`src/rtl/atmega_tim_prescaler.sv`:
```
// Shared timer prescaler, GTCCR register and T-pin edge front end.
// Optional macro ATMEGA_PRESC_T_DSYNC_EN adds a flop to the T-pin synchroniser for an asynchronous t.
module atmega_tim_prescaler #(
  parameter int                           BUS_ADDR_DATA_LEN = 8,
  parameter logic [BUS_ADDR_DATA_LEN-1:0] GTCCR_ADDR        = 'h43
) (
  input  logic                         clk,
  input  logic                         rst,
  input  logic                         halt,
  input  logic [BUS_ADDR_DATA_LEN-1:0] addr,
  input  logic                         wr,
  input  logic                         rd,
  input  logic [7:0]                   bus_in,
  output logic [7:0]                   bus_out,
  input  logic                         t,
  output logic                         clk8,
  output logic                         clk64,
  output logic                         clk256,
  output logic                         clk1024,
  output logic                         t_rise,
  output logic                         t_fall,
  output logic                         psr_async
);

  logic [9:0] cnt;
  logic       tsm;
  logic       psrasy;
  logic       psrsync;
  logic       s2;
  logic       s3;
  logic       gtccr_sel;
  logic       gtccr_wr;
  logic       unused_bus_bits;

  assign gtccr_sel       = (addr == GTCCR_ADDR);
  assign gtccr_wr        = wr & gtccr_sel;
  assign unused_bus_bits = ^bus_in[6:2];

  // A PSRSYNC write clears the counter on the write edge itself; the stored bit keeps it clear after.
  always_ff @(posedge clk) begin
    if (!rst) begin
      cnt     <= '0;
      tsm     <= 1'b0;
      psrasy  <= 1'b0;
      psrsync <= 1'b0;
    end else begin
      if ((gtccr_wr & bus_in[0]) | psrsync)
        cnt <= '0;
      else if (!halt)
        cnt <= cnt + 10'd1;

      if (gtccr_wr) begin
        tsm     <= bus_in[7];
        psrasy  <= bus_in[1];
        psrsync <= bus_in[0];
      end else if (!tsm) begin
        psrasy  <= 1'b0;
        psrsync <= 1'b0;
      end
    end
  end

  assign clk8      = cnt[2];
  assign clk64     = cnt[5];
  assign clk256    = cnt[7];
  assign clk1024   = cnt[9];
  assign psr_async = psrasy;

  assign bus_out = (rst && rd && gtccr_sel) ? {tsm, 5'b0, psrasy, psrsync} : 8'h00;

`ifdef ATMEGA_PRESC_T_DSYNC_EN
  logic s1;

  always_ff @(posedge clk) begin
    if (!rst) begin
      s1 <= 1'b0;
      s2 <= 1'b0;
      s3 <= 1'b0;
    end else begin
      s1 <= t;
      s2 <= s1;
      s3 <= s2;
    end
  end
`else
  // t is assumed synchronous to clk here, so one flop less latency.
  always_ff @(posedge clk) begin
    if (!rst) begin
      s2 <= 1'b0;
      s3 <= 1'b0;
    end else begin
      s2 <= t;
      s3 <= s2;
    end
  end
`endif

  always_ff @(posedge clk) begin
    if (!rst) begin
      t_rise <= 1'b0;
      t_fall <= 1'b0;
    end else begin
      t_rise <= s2 & ~s3;
      t_fall <= ~s2 & s3;
    end
  end

endmodule

```
`config.mk`:
```
export PLATFORM = sky130hd
export DESIGN_NAME = atmega_tim_prescaler
export DESIGN_NICKNAME = d
export VERILOG_FILES = /design/src/rtl/atmega_tim_prescaler.sv
export SDC_FILE = /design/constraint.sdc
export NUM_CORES = 1
export LEC_CHECK = 0
export BUFFER_PORTS_ARGS = -buffer_cell sky130_fd_sc_hd__clkbuf_2
export CORE_MARGIN = 2
export CORE_UTILIZATION = 35
export DETAILED_ROUTE_END_ITERATION = 8
export PLACE_DENSITY_LB_ADDON = 0.3
export SLEW_MARGIN = 20
export SYNTH_ARGS = -nofsm -noshare
export SYNTH_HDL_FRONTEND = slang
export SYNTH_SLANG_ARGS = --single-unit
```
`constraint.sdc`:
```
create_clock -name clk -period 1.6 [get_ports clk]
set_input_delay 0.16 -clock clk [delete_from_list [all_inputs] [get_ports clk]]
set_output_delay 0.16 -clock clk [all_outputs]
set_load 0.01 [all_outputs]
```
==> results.md <==
- Die Span Y: about 53 µm
- Flop and latch count out of synthesis: 17
- Pins Over Slew Limit: 0
- All-Layer GR Usage: between 10% and 20%
- Clock Latency Late Sink: approximately 0.28 ns
- Hold-fix buffers at CTS: 0
- Required time worst endpoint: 1.44 ns
- Max clock buf depth: 2
- Gr ovfl total: 0
- Max Freq: approximately 670 MHz
- Synth Area in Compound Gates: a little over an eighth
- Die ar.: ~2800 µm²
- Area Growth Syn to Fin: 20.8%
- Layout Skew: 0.00287 ns
- Placer Congestion: ~0.76
- Ys async rst share: 0%
- Adder-cell share of the synthesized area: ~1.5%
- Rows: 17
- RSZ-0062 raised after global routing: no
- Fin crit share: 93.2%
- Residual DRC: 0
- Total length of routed wires: ~1.5 mm
- Max Cap Viol: 0
- # nets final: 138
- Critical setup path kind: input port to primary output
- Drt via density: between 5 and 6
- Final min period: ~1.5 ns
- DP HPWL: 1.25 mm
- Largest family of logic cells by synthesized area: simple AND/OR/NAND/NOR gates
- Yosys cell types: 35
- Most common cell in the synthesized netlist: dfxtp_1
- Initial DRC count: 10
- Warning count from the yosys run: 0
- Routed WL per cell: approximately 11 µm
- IO Pins: 37
- Sequential area share after synthesis: between 40% and 50%
- CP Capture Type: primary output
- Lkg Pwr: ~0.00045 µW
- CTS clk-pin slew, worst paths: around 0.1 ns
- Core ar.: between 2000 and 2500 µm²
- Detail Route Antenna Nets: 0
- Synth top area cells: dfxtp_1, buf_4, a21oi_1
- Num CTS Buffers: 3
- Ant diodes: 0
- Clock root buffer: clkbuf_4
- Post-placement cell count: 138
- Synthesized area: 828 µm²
- Initial antenna violation count: 0
- DR pass1 iterations: 4
- Worst Hold Class: input port to flop
- CTS tree: yes
- Final setup vio count: 0
- Routed via count: between 700 and 800
- Simple-gate share of the synthesized area: roughly a third
- Vias in the first global route: 596
- Start point of the worst hold path: t
- Critical path fanouts, max: 4
- Synth top area share: 41.1%
- VDD IR max: between 200 and 300 µV
- Pwr per Cell Area: a little over 700 nW/µm²
- Layout cells sized above 1: 33.3%
- Startpoint Class: input port
- Post-synthesis area per instance: between 9 and 10 µm²
- Die width: ~53 µm
- R2R Path Start: cnt[0]$_SDFFE_PP0N_
- Number of flops mapped to enable cells by yosys: 0
- Pin count of the biggest net entering global routing: 11
- Initial Utilization: a little under two fifths
- Setup Buffers After CTS: 0
- First-pass GRT wire length: 2.45 mm
- Synth Flop Type: dfxtp_1
- Crit. Startpoint: addr[5]
- Synth area leader: dfxtp_1
- H-tree levels: 1
- Commonest cells in the netlist: dfxtp_1, a21oi_1, and2_1, buf_4, nor2_1
- Status: complete, no violations
- Fillcell total: 230
- Gate Count Post-Synth: between 80 and 90
- CTS resizes: 0
- Post-Synth XOR/XNOR Area: between 4 and 5%
- Clock sink count: 17
- Final setup TNS: 0 ns
- IO Port Bufs: 26
- Crit path arrival time: approximately 1.3 ns
- Finished Layout Cells: 142
- Post-synthesis mux area share: around 1.2%
- Hold Fails Final Rpt: 0
==> cells in the final DEF, fill, tap and decap left out, drive strengths merged, types with 2 or more instances in the layout <==
master | Yosys | routed
nand2 | 3 | 3
xor2 | 3 | 3
dfxtp | 17 | 17
o311ai | 2 | 2
nor2 | 5 | 5
clkbuf | 0 | 29
nand4 | 4 | 4
o31ai | 3 | 3
a21oi | 8 | 8
inv | 3 | 3
nand4b | 2 | 2
and2 | 5 | 5
or3 | 3 | 3
o21ai | 3 | 3
or4 | 2 | 2
conb | 1 | 5
nor2b | 2 | 2
==> per-layer routing <==
metal	share of wire [%]	global-route usage, %
met1	44	14.8
met2	49	19.4
met3	5.4	1.43
met4	1.3	7.69
met5	0	0
==> layout make-up <==
type	instances	area, µm²	area share (%)
multi-input combinational	63	449	44.9
sequential	17	340	34.0
timing repair buffer	27	138	13.8
tap	28	35.0	3.50
clock buffer	3	22.5	2.25
inverter	3	11.3	1.13
clock inverter	1	5.00	0.500
==> final timing paths <==
check                        endpoint  slack (ns)  depth (start not counted)
setup / recovery           bus_out[1]        0.11                          5
hold / removal          s2$_SDFF_PN0_        0.08                          2
setup reg to reg  cnt[8]$_SDFFE_PP0N_        0.18                          4
hold reg to reg     t_rise$_SDFF_PN0_        0.42                          1
==> kinds of logic (layout without fill, tap and decap cells) <==
logic type / count (synthesis) / after routing
AOI/OAI and AO/OA: 17 / 17
buffers and inverters: 9 / 34
and+or+nand+nor: 35 / 35
DFF: 17 / 17
muxes: 1 / 1
adders and majority gates: 1 / 1
xor gates and xnor gates: 4 / 4
other: 1 / 5
==> metrics by stage <==
stage	hold slack, ns	area [µm²]	utilization [%]	total power [µW]	setup WS [ns]
6_report	0.0792	1000	44.8	727	0.108
5_1_grt	0.0934	1000	44.8	773	0.0389
4_1_cts	0.0645	1000	44.8	746	0.0893
3_5_place_dp	0.370	973	43.6	520	0.0879
3_3_place_gp	0.374	973	43.6	518	0.133
2_1_floorplan	0.282	843	-	495	0.265
==> registers in the layout (all words and copies together) (netlist names) <==
signal     count
cnt           10
psr_async      1
psrsync        1
s2             1
s3             1
t_fall         1
t_rise         1
tsm            1
==> power by group <==
| group | leakage, µW | internal [µW] | switching [µW] |
|---|---|---|---|
| clock network | 0.0000177 | 92.6 | 125 |
| registers | 0.000138 | 432 | 8.82 |
| logic | 0.000295 | 32.8 | 35.4 |
==> critical path: stages <==
cell and delay (ns):
clkbuf_2 0.09, or4b_4 0.56, nor3_2 0.23, and2_1 0.16, clkbuf_2 0.13
Note: power is estimated with default switching activity, not from simulation.
